File: src/rtl/inst_fetch_unit.sv
// Fetch stage: owns the PC, reads a combinational instruction memory and buffers
// fetched words in a 2-entry FIFO towards decode, with redirect flush and halt.
module inst_fetch_unit #(
  parameter int                    PC_WIDTH    = 32,
  parameter logic [PC_WIDTH-1:0]   RESET_PC    = '0,
  parameter int                    QUEUE_DEPTH = 2
) (
  input  logic                clk,
  input  logic                rst_n,
  output logic [PC_WIDTH-1:0] imem_addr,
  input  logic [31:0]         imem_instr,
  input  logic                branch_taken,
  input  logic [PC_WIDTH-1:0] branch_base,
  input  logic [15:0]         branch_offset,
  input  logic                jump_en,
  input  logic [25:0]         jump_target,
  input  logic                jr_en,
  input  logic [PC_WIDTH-1:0] jr_addr,
  input  logic                halt_req,
  output logic                out_valid,
  input  logic                out_ready,
  output logic [31:0]         out_instr,
  output logic [PC_WIDTH-1:0] out_pc,
  output logic                halted,
  output logic                state_dbg
);

  typedef enum logic {RUN = 1'b0, HALT = 1'b1} state_e;

  localparam logic [1:0]          FULL   = 2'(QUEUE_DEPTH);
  localparam logic [PC_WIDTH-1:0] PC_ONE = {{(PC_WIDTH-1){1'b0}}, 1'b1};

  state_e              state;
  logic [PC_WIDTH-1:0] pc;
  logic [1:0]          count;
  logic                head;
  logic                tail;
  logic [31:0]         q_instr [2];
  logic [PC_WIDTH-1:0] q_pc    [2];

  logic                running;
  logic                redirect;
  logic                push;
  logic                pop;
  logic [PC_WIDTH-1:0] target;

  // Handshake: a word transfers to decode on any rising edge where
  // out_valid && out_ready; out_valid never depends on out_ready.
  assign pop      = out_valid && out_ready;
  // A halt request in the same cycle suppresses both push and redirect.
  assign running  = (state == RUN) && !halt_req;
  assign redirect = running && (jr_en || jump_en || branch_taken);
  assign push     = running && !redirect && ((count != FULL) || pop);

  always_comb begin
    target = branch_base + {{(PC_WIDTH-16){branch_offset[15]}}, branch_offset};
    if (jr_en)
      target = jr_addr;
    else if (jump_en)
      target = {branch_base[PC_WIDTH-1:26], jump_target};
  end

  always_ff @(posedge clk or negedge rst_n) begin
    if (!rst_n) begin
      state <= RUN;
      pc    <= RESET_PC;
      count <= 2'd0;
      head  <= 1'b0;
      tail  <= 1'b0;
      for (int i = 0; i < 2; i++) begin
        q_instr[i] <= '0;
        q_pc[i]    <= '0;
      end
    end else begin
      if ((state == RUN) && halt_req)
        state <= HALT;
      if (redirect) begin
        // Flush: the popped head (if any) still completes, everything else is dropped.
        pc    <= target;
        count <= 2'd0;
        head  <= 1'b0;
        tail  <= 1'b0;
      end else begin
        if (push) begin
          q_instr[tail] <= imem_instr;
          q_pc[tail]    <= pc;
          tail          <= ~tail;
          pc            <= pc + PC_ONE;
        end
        if (pop)
          head <= ~head;
        case ({push, pop})
          2'b10:   count <= count + 2'd1;
          2'b01:   count <= count - 2'd1;
          default: count <= count;
        endcase
      end
    end
  end

  assign imem_addr = pc;
  assign out_valid = (count != 2'd0);
  assign out_instr = q_instr[head];
  assign out_pc    = q_pc[head];
  assign halted    = (state == HALT) && (count == 2'd0);
  assign state_dbg = (state == HALT);

endmodule
File: config.mk
export PLATFORM = sky130hd
export DESIGN_NAME = inst_fetch_unit
export DESIGN_NICKNAME = d
export VERILOG_FILES = /design/src/rtl/inst_fetch_unit.sv
export SDC_FILE = /design/constraint.sdc
export NUM_CORES = 1
export LEC_CHECK = 0
export CORE_MARGIN = 8
export CORE_UTILIZATION = 46
export CTS_CLUSTER_SIZE = 20
export DETAILED_ROUTE_END_ITERATION = 10
export GPL_TIMING_DRIVEN = 0
export MAX_ROUTING_LAYER = met4
export PLACE_DENSITY = 0.81
export SYNTH_ARGS = -nofsm -noshare
export SYNTH_HDL_FRONTEND = slang
export SYNTH_SLANG_ARGS = --single-unit
File: constraint.sdc
create_clock -name clk -period 2 [get_ports clk]
set_input_delay 0.4 -clock clk [delete_from_list [all_inputs] [get_ports clk]]
set_output_delay 0.4 -clock clk [all_outputs]
set_load 0.02 [all_outputs]
==> results of run 1 <==
==> flip-flops by register name (all words and copies together), names as in the netlist <==
| name | cells |
|---|---|
| count | 2 |
| head | 1 |
| imem_addr | 32 |
| q_instr | 64 |
| q_pc | 64 |
| state_dbg | 1 |
| tail | 1 |
==> critical path, stage by stage <==
cell and delay, ns:
buf_16 0.12, ha_4 0.28, and4_4 0.25, nor3b_4 0.23
o21ai_2 0.12, a211oi_2 0.33, o211ai_1 0.21, and4b_1 0.27
o32ai_2 0.26, o31a_1 0.17
==> cell usage in the layout, fill, tap and decap left out, drive strengths merged, types with 3 or more instances in the layout <==
cell           synthesis  routed
a211o                  3       3
a211oi                 9       9
a21o                  24      24
a21oi                 50      50
a221oi                 4       4
a31oi                 12      12
a32oi                  3       3
and3                   8       8
and4                   7       7
buf                   24     257
clkbuf                31      50
clkdlybuf4s15          0       5
clkdlybuf4s50          0     116
clkinv                 2       5
clkinvlp               0       4
dfrtp                165     165
dlygate4sd2            0      18
dlymetal6s2s           0       6
ha                    32      32
inv                    8      12
mux2                 194     194
mux2i                  8       8
nand2                 62      62
nand3                 35      35
nand4                 13      13
nor2                  48      48
nor2b                  4       4
nor3                  17      17
o211ai                14      14
o21a                   4       4
o21ai                 53      53
o21bai                 5       5
o22ai                 13      13
o311a                  3       3
or3                    6       6
xnor2                 22      22
xor2                  19      19
==> routing by layer <==
layer / routed length (um) / vias to the layer above / share of wire (%)
met4: 1560 / 0 / 4.3
met1: 14600 / 4703 / 40
li1: - / 4273 / -
met5: 0 / - / 0
met3: 2380 / 127 / 6.6
met2: 17700 / 545 / 49
==> final timing paths <==
path / endpoint / slack, ns / cells past startpoint
worst max-delay path: imem_addr[26] / -0.29 / 10
worst min-delay path: count[1] / 0.44 / 2
worst max register to register: imem_addr[27] / -0.07 / 9
worst min register to register: q_pc[53] / 0.50 / 1
max in group asynchronous: imem_addr[26] / 0.57 / 3
min in group asynchronous: q_instr[62] / 0.56 / 2
==> stage by stage <==
step	power (mW)	utilization, %	cell area (um^2)	cells	hold slack, ns
4_1_cts	9.53	69.2	14900	1563	0.411
6_report	10.0	73.2	15800	1626	0.441
5_1_grt	10.4	73.2	15800	1625	0.464
3_3_place_gp	5.84	60.2	13000	1456	0.480
2_1_floorplan	4.85	-	10200	935	0.104
3_5_place_dp	5.87	60.3	13000	1457	0.422
==> repair_timing <==
action,4_1_cts,5_1_grt
hold endpoints to repair,75,0
gates resized for setup,497,295
gates cloned,0,3
endpoints found under the setup margin,239,134
buffers inserted,82,65
hold buffers,1,0
pin swaps,91,92
==> power by group through the flow <==
stage | combinational, mW | clock [mW] | sequential (mW)
finish | 3.11 | 3.19 | 3.70
floorplan | 1.05 | 0 | 3.80
detailed placement | 2.11 | 0 | 3.76
global placement | 2.08 | 0 | 3.76
CTS | 2.60 | 3.25 | 3.69
global route | 3.28 | 3.38 | 3.72
==> logic make-up (layout without fill, tap and decap cells) <==
family | after synthesis | count (layout)
AO/OA/AOI/OAI | 219 | 219
AND/OR/NAND/NOR | 210 | 210
multiplexers | 202 | 202
flip-flops | 165 | 165
buffers and inverters | 65 | 475
XOR/XNOR | 41 | 41
adder cells (fa/ha/maj) | 33 | 33
other | 0 | 1
==> layout make-up <==
type                    instances  share of cell area (%)
multi-input cells             705                    42.6
flip-flops and latches        165                    26.3
repair buffers                392                    22.5
clock buffers                  20                    2.96
plain buffers                  41                    2.44
well taps                     280                    2.22
clock inverters                12                   0.745
inverters                      10                   0.238
diodes                          1                  0.0159
==> results.md, run 1 <==
- Post-synth top cells: 194 x mux2_2, 165 x dfrtp_1, 61 x nand2_1
- Vias/cell: 5.93
- RSZ-0062 raised after global routing: true
- Sw frac: between 30 and 40%
- Failing checks: negative setup slack
- Gr busiest metal: met2
- Pwr dens: about 630 nW/um^2
- Reg power frac: between 30% and 40%
- Area leader, netlist: dfrtp_1
- Fillers: 1429
- H-tree depth: 4
- Largest net degree at the start of global routing: between 90 and 100
- Clock transition at path regs: roughly 0.07 ns
- DR iter-0 viols: 638
- First-pass GRT wire length: about 53000 um
- Multi-input gate area: a little under 7000 um^2
- Synth async-reset ratio: 100%
- Clock root buffer: clkbuf_16
- Post-route DRC: 0
- Met2 Track Usage GR: a little over two fifths
- Adder-cell share of the synthesized area: 4.22%
- ANT nets after route: 0
- Register area share after synthesis: just over 40%
- Data required, critical path: between 2 and 2.5 ns
- Clock power share: a little under a third
- Critical path class: in2reg
- Post-synth top area share: between 40 and 50%
- Vias in the first global route: 9787
- Share of cells above drive strength 1: about half
- Synth Instances: roughly 940
- Met3 Track Usage GR: roughly 3.4%
- Hold Fails Final Rpt: 0
- Final min period: roughly 2.3 ns
- NetSw: 3.07 mW
- Worst hold start: out_ready
- Chip Width: about 160 um
- Synth Area in XOR/XNOR: roughly 3.6%
- Top cells by area, synth: dfrtp_1 41%, mux2_2 22%, ha_1 4.0%
- Routability cong.: 0.927
- Compound-Gate Fraction of Synth Area: around 14%
- Syn. warnings: 0
- Register Area: 4150 um^2
- TritonRoute pass-1 iters: 5
- GR Util met1: between 30% and 40%
- Setup TNS: -5.56 ns
- Number of port buffers: 241
- GR Overflow Total: 0
- Critical Path Source: branch_offset[15]
- Synthesized area per cell: between 10 and 15 um^2
- Multiplexer share of the synthesized area: a little under a quarter
- Worst setup EP type: register
- Leakage power: about 7.3 nW
- Pint: a little under 7 mW
- TritonCTS clock tree: done
- DIE HEIGHT: 163 um
- CP startpoint kind: primary input
- Post-DP HPWL: around 24000 um
- Initial Utilization: between 40% and 50%
- EDFF count, synth: 0
- Maximum clock rate: 437 MHz
- Comb pwr share: 31.1%
- Worst setup margin: -0.289 ns
- Mapped Nets: between 1000 and 1500
- Synth cell types: 70
- Reg-to-Reg Start: imem_addr[16]
- Status: finished with violations
- Fin. max-slew vios: 0
- Synth Register Bits: between 150 and 200
- Final Cycle Share: 114%
- Place WS: -1.77 ns
- Layout Skew: about 0.011 ns
- Worst slew margin: between 40 and 50%
- TritonCTS Buffers: 17
- Final nets: 1510
- Io pins: about 240
- Site Rows: 54
- Maxcap violations: 0
- Top FF cell, synth: dfrtp_1
- Largest family of logic cells by synthesized area: multiplexers
- Initial antenna violation count: 0
- Worst-Skew Late Latency: approximately 0.4 ns
- HP Class: in2reg
- Detailed-route via count: ~9600
- Synthesized area: ~10000 um^2
- CP max FO: 5
- Gr usage total: between 20 and 30%
- WP data arrival: 2.63 ns
- CTS Buffer Depth: 2
- Syn-to-layout area delta: 58.4%
- Worst slew pin tran: 0.753 ns
- Synth Area in Simple Gates: between 10% and 20%
- Core ar.: roughly 22000 um^2
- Final count of negative-setup-slack endpoints: just under 80
- Maximum VDD drop: 0.000604 V
- WL/cell: between 20 and 25 um
- DIE AREA: roughly 27000 um^2
- Clock sinks: 165
- Most common cell in the netlist: mux2_2
- Routed WL: 36300 um
Note: power is estimated with default switching activity, not from simulation.
==> inputs of run 2 (changes only) <==
--- a/config.mk
+++ b/config.mk
@@ -9,6 +9,7 @@
 export CORE_UTILIZATION = 46
 export CTS_CLUSTER_SIZE = 20
 export DETAILED_ROUTE_END_ITERATION = 10
+export GPL_ROUTABILITY_DRIVEN = 0
 export GPL_TIMING_DRIVEN = 0
 export MAX_ROUTING_LAYER = met4
 export PLACE_DENSITY = 0.81
==> run 2 against run 1 <==
  * The run still ends with negative setup slack left
  * Clock power increased by 8.8%
  * Critical path depth unchanged
  * Via count decreased by 1.5%
  * Register-to-register slack about the same
  * Worst setup slack improved by 0.033 ns
  * Largest cell class unchanged
==> results.md, run 2 (same netlist as run 1, synthesis figures left out) <==
- Reg power frac: a little over a third
- H-tree depth: 4
- Status: finished with violations
- Comb pwr share: between 20% and 30%
- WP data arrival: between 2 and 3 ns
- Most frequent cells in the layout: 151 x dfrtp_1, 136 x mux2_2, 109 x clkdlybuf4s50_1
- Clock root buffer: clkbuf_16
- Gr usage total: between 20% and 30%
- Worst slew pin tran: around 0.73 ns
- Maxcap violations: 0
- Vias/cell: about 6.0
- CP max FO: 8
- DIE AREA: between 20000 and 30000 um^2
- Syn-to-layout area delta: 59.0%
- HP Class: in2async
- Core ar.: 21600 um^2
- Leakage power: 7.37 nW
- Share of cells above drive strength 1: a little under 50%
- Failing checks: negative setup slack
- Routed WL: around 36000 um
- Slowest cell on crit path: a211oi_2
- Sw frac: a little under a third
- Io pins: between 200 and 250
- Final count of negative-setup-slack endpoints: between 60 and 70
- DR iter-0 viols: between 600 and 700
- Final Cycle Share: 113%
- Post-DP HPWL: ~24000 um
- Most common cell after layout, fill and taps aside: dfrtp_1
- Tot Pwr: 10.2 mW
- Final nets: ~1500
- Critical Path Source: branch_offset[15]
- Detailed-route via count: 9500
- Data required, critical path: between 2 and 2.5 ns
- CTS Buffer Depth: 2
- ANT nets after route: 0
- WL/cell: 22.5 um
- Initial Utilization: between 40% and 50%
- Initial antenna violation count: 0
- Site Rows: 54
- Worst-path cell chain: buf_16, ha_4, and4_4, nor3b_4, o21ai_2, a211oi_2, o211ai_1, and4b_1, o32ai_2, o31a_1
- Chip Width: 163 um
- Critical path class: in2reg
- Pwr dens: between 600 and 700 nW/um^2
- First-pass GRT wire length: roughly 53000 um
- Post-route DRC: 0
- Worst slew margin: about half
- Clock transition at path regs: roughly 0.06 ns
- DIE HEIGHT: 163 um
- Worst-Skew Late Latency: between 0.4 and 0.5 ns
- Maximum clock rate: between 400 and 500 MHz
- Fin. max-slew vios: 0
- Reg-to-Reg Start: imem_addr[1]
- RSZ-0062 raised after global routing: true
- GR Overflow Total: 0
- Maximum VDD drop: between 0.0006 and 0.0007 V
- Hold Fails Final Rpt: 0
- Clock power share: around a third
- Largest net degree at the start of global routing: roughly 100
- Vias in the first global route: slightly below 10000
- Number of port buffers: roughly 240
- CP startpoint kind: primary input
- Pint: 7.12 mW
- Final core utilization: 73.5%
- Post-CTS Hold Fix Bufs: 0
- NetSw: between 3 and 4 mW
- CP max stage delay: 0.37 ns
- Worst setup EP type: register
- TritonCTS Buffers: 17
- Layout Skew: between 0.01 and 0.015 ns
- TritonRoute pass-1 iters: 5
- Final min period: about 2.3 ns
- Worst setup margin: -0.255 ns
- Clock sinks: around 170
- TritonCTS clock tree: done
==> run 2: per-layer routing <==
metal  track usage (%)  vias up  wire (um)
li1                  -     4197          -
met5                 -        -          0
met2              41.7      506      17500
met4              8.80        0       1230
met1              31.9     4704      14700
met3              4.11       93       2340
==> run 2: power groups by stage <==
| stage | clock (mW) | combinational [mW] | sequential [mW] |
|---|---|---|---|
| 2_1_floorplan | 0 | 1.05 | 3.80 |
| 3_3_place_gp | 0 | 2.07 | 3.76 |
| 3_5_place_dp | 0 | 2.10 | 3.77 |
| 4_1_cts | 3.52 | 2.67 | 3.67 |
| 5_1_grt | 3.71 | 3.21 | 3.70 |
| 6_report | 3.47 | 3.05 | 3.68 |
==> run 2: per-stage QoR <==
step / worst slack [ns] / cell area (um^2) / setup TNS (ns) / hold WS [ns] / std cells
floorplan: -0.330 / 10200 / -2.76 / 0.104 / 935
global placement: -6.62 / 13000 / -1181.87 / 0.481 / 1456
detailed placement: -1.74 / 13000 / -189.85 / 0.478 / 1457
CTS: -0.137 / 14900 / -4.47 / 0.0272 / 1554
global route: -0.287 / 15800 / -7.34 / 0.0655 / 1589
finish: -0.255 / 15800 / -4.21 / 0.0171 / 1590
==> run 2: what timing repair did <==
item,4_1_cts,5_1_grt
pin swaps,93,81
setup endpoints to repair,238,180
resized for setup,681,185
gates cloned,3,3
setup buffers,72,37
==> run 2: area by class of cell <==
class	count	area [um^2]
repair buffers	356	3400
diodes	1	2.50
inverters	10	37.5
fillers	1363	5710
well taps	280	350
clock inverters	12	165
clock buffers	20	467
flip-flops and latches	165	4150
plain buffers	41	397
multi-input cells	705	6880
==> run 2: path summary, 6_finish.rpt <==
path                            slack, ns  cells past startpoint             to
worst max-delay path                -0.26                     10  imem_addr[26]
worst min-delay path                 0.02                      1    q_instr[28]
worst max register to register      -0.06                      8  imem_addr[23]
worst min register to register       0.50                      1       q_pc[32]
max in group asynchronous            1.17                      2  imem_addr[19]
min in group clk                     0.45                      2       count[1]
==> run 2: critical path: cells and delay by family <==
kind | cells | cell delay (ns)
fa+ha+maj | 1 | 0.28
compound gates | 5 | 1.09
simple gates | 3 | 0.70
buf+inv | 1 | 0.13
==> inputs of run 3 (changes only) <==
--- a/config.mk
+++ b/config.mk
@@ -6,13 +6,13 @@
 export NUM_CORES = 1
 export LEC_CHECK = 0
 export CORE_MARGIN = 8
-export CORE_UTILIZATION = 46
+export CORE_UTILIZATION = 43
 export CTS_CLUSTER_SIZE = 20
 export DETAILED_ROUTE_END_ITERATION = 10
 export GPL_ROUTABILITY_DRIVEN = 0
 export GPL_TIMING_DRIVEN = 0
 export MAX_ROUTING_LAYER = met4
-export PLACE_DENSITY = 0.81
+export PLACE_DENSITY = 0.77
 export SYNTH_ARGS = -nofsm -noshare
 export SYNTH_HDL_FRONTEND = slang
 export SYNTH_SLANG_ARGS = --single-unit
==> run 3 against run 2 <==
  * The run still ends with negative setup slack left
  * Combinational power decreased by 1%
  * Sequential power about the same
  * Design area decreased by 0.52%
  * Total power decreased by 2.3%
  * Critical endpoint unchanged
  * Largest power group unchanged
==> results.md, run 3 (same netlist as run 1, synthesis figures left out) <==
- Worst slew pin tran: around 0.61 ns
- First-pass GRT wire length: roughly 53000 um
- Maximum clock rate: about 460 MHz
- Pwr dens: ~630 nW/um^2
- Worst r2r path cells: 7
- Crit path to: imem_addr[26]
- WP data arrival: ~2.5 ns
- Gr usage total: between 20% and 30%
- CP startpoint kind: primary input
- Hold Fails Final Rpt: 0
- Slowest cell on crit path: ha_4
- Syn-to-layout area delta: 58.2%
- TritonCTS clock tree: done
- DP Area: ~13000 um^2
- R2r setup slk: -0.11 ns
- H-tree depth: 4
- CTS Buffer Depth: 2
- Worst-Skew Late Latency: around 0.42 ns
- Gr busiest metal: met2
- Met3 Track Usage GR: under 10%
- Maximum VDD drop: between 0.0006 and 0.0007 V
- DR iter-0 viols: 787
- Met2 Track Usage GR: about two fifths
- Most frequent cells in the layout: 149 x dfrtp_1, 138 x mux2_2, 116 x buf_4
- Clock root buffer: clkbuf_16
- RR Endpoint: imem_addr[28]
- Data required, critical path: 2.37 ns
- Worst setup EP type: register
- Worst setup margin: -0.162 ns
- Final count of negative-setup-slack endpoints: 73
- TritonCTS Buffers: 17
- GR Overflow Total: 0
- CP dominant cell by count: buf_4
- GR Util met1: approximately 29%
- DIE AREA: about 28000 um^2
- Critical Path Source: branch_offset[15]
- Site Rows: between 50 and 60
- Final nets: roughly 1500
- Core ar.: ~23000 um^2
- RSZ-0062 raised after global routing: true
- HP Class: in2reg
- Failing checks: negative setup slack
- CP bufs+invs: 3
- Layout Skew: ~0.013 ns
- Tot Pwr: 9.96 mW
- Maxcap violations: 0
- Initial antenna violation count: 0
- Detailed-route via count: 9399
- CP max FO: 7
- Final core utilization: between 60 and 70%
- Number of port buffers: 241
- WL/cell: ~22 um
- ANT nets after route: 0
- Chip Width: around 170 um
- Place WS: -1.73 ns
- Critical Path Stages: 12
- Io pins: 244
- Clock sinks: around 170
- Clock transition at path regs: about 0.070 ns
- Vias/cell: between 5 and 6
- Reg-to-Reg Start: imem_addr[7]
- Post-layout instance area: about 16000 um^2
- Critical path class: in2reg
- TritonRoute pass-1 iters: 5
- Routed WL: ~36000 um
- Vias in the first global route: roughly 9700
- DIE HEIGHT: ~170 um
- Share of cells above drive strength 1: between 40% and 50%
- CP max stage delay: roughly 0.28 ns
- Final min period: 2.16 ns
- Post-route DRC: 0
- Status: finished with violations
- Layout Cells excl Fill: ~1600
- Final Cycle Share: 108%
- Worst-path cell chain: buf_16, ha_4, and4_4, buf_4, buf_4, nand2_2, o21ai_2, a221o_1, o211ai_1, and4b_1, o32ai_2, o31a_1
- Most common cell after layout, fill and taps aside: dfrtp_1
- Largest net degree at the start of global routing: 94
- Fin. max-slew vios: 0
- Leakage power: 7.28 nW
- Top cell family by delay on the critical path: compound AO/OA/AOI/OAI gates
- Placed cell count: 1462
- Worst slew margin: about 60%
- Initial Utilization: between 40 and 50%
- Post-DP HPWL: 23700 um
==> run 3: cell count changes in the layout (fill, tap and decap cells not counted), sizes merged <==
cell and change:
buf +7, inv -2, dlygate4sd2 +3, clkinvlp +1, dlymetal6s2s -5, clkdlybuf4s15 +4, dlygate4sd3 +1, clkinv +3
clkbuf -5, bufinv -1
==> run 3: worst min-delay path by stage <==
stage / start / end / depth (start not counted)
floorplan: rst_n / count[0] / 0
CTS: out_ready / count[1] / 2
global route: out_ready / count[1] / 2
finish: out_ready / count[1] / 2
global placement: q_pc[6] / q_pc[6] / 1
detailed placement: rst_n / q_instr[30] / 1
==> run 3: metrics by stage <==
| stage | setup TNS (ns) | hold slack (ns) |
|---|---|---|
| floorplan | -2.76 | 0.104 |
| global placement | -1197.13 | 0.480 |
| detailed placement | -189.30 | 0.405 |
| CTS | -4.79 | 0.380 |
| global route | -7.21 | 0.399 |
| finish | -3.11 | 0.404 |
==> run 3: area by class of cell <==
type	count	area, um^2
clock inverters	13	150
flip-flops and latches	165	4150
plain buffers	40	378
well taps	285	357
inverters	10	37.5
clock buffers	19	443
diodes	1	2.50
repair buffers	363	3470
multi-input cells	705	6770
fillers	1547	6950
==> run 3: metal layers <==
| metal | part of all wire, % | wire length, um |
|---|---|---|
| met1 | 41 | 14500 |
| met2 | 50 | 17800 |
| met3 | 6.3 | 2240 |
| met4 | 3.0 | 1070 |
| met5 | 0 | 0 |
==> run 3: where the power goes <==
part	switching [mW]	internal, mW	leakage, nW
registers	0.195	3.48	2.21
clock network	1.38	1.89	0.289
logic	1.47	1.54	4.78
total	3.05	6.91	7.28
==> run 3: repair_timing <==
item | CTS | global route
gates resized for setup | 624 | 232
endpoints found under the hold margin | 72 | 0
buffers inserted | 75 | 40
pin swaps | 113 | 89
hold buffers | 1 | 0
endpoints found under the setup margin | 240 | 145
cloned | 0 | 6
==> run 3: worst register-to-register path, cell delays in order (launching register included) <==
cell	delay, ns
dfrtp_2	0.39
and4_4	0.26
and4_4	0.25
nand4_1	0.26
nor2_2	0.24
nand2_1	0.10
o311a_1	0.36
a221oi_2	0.17
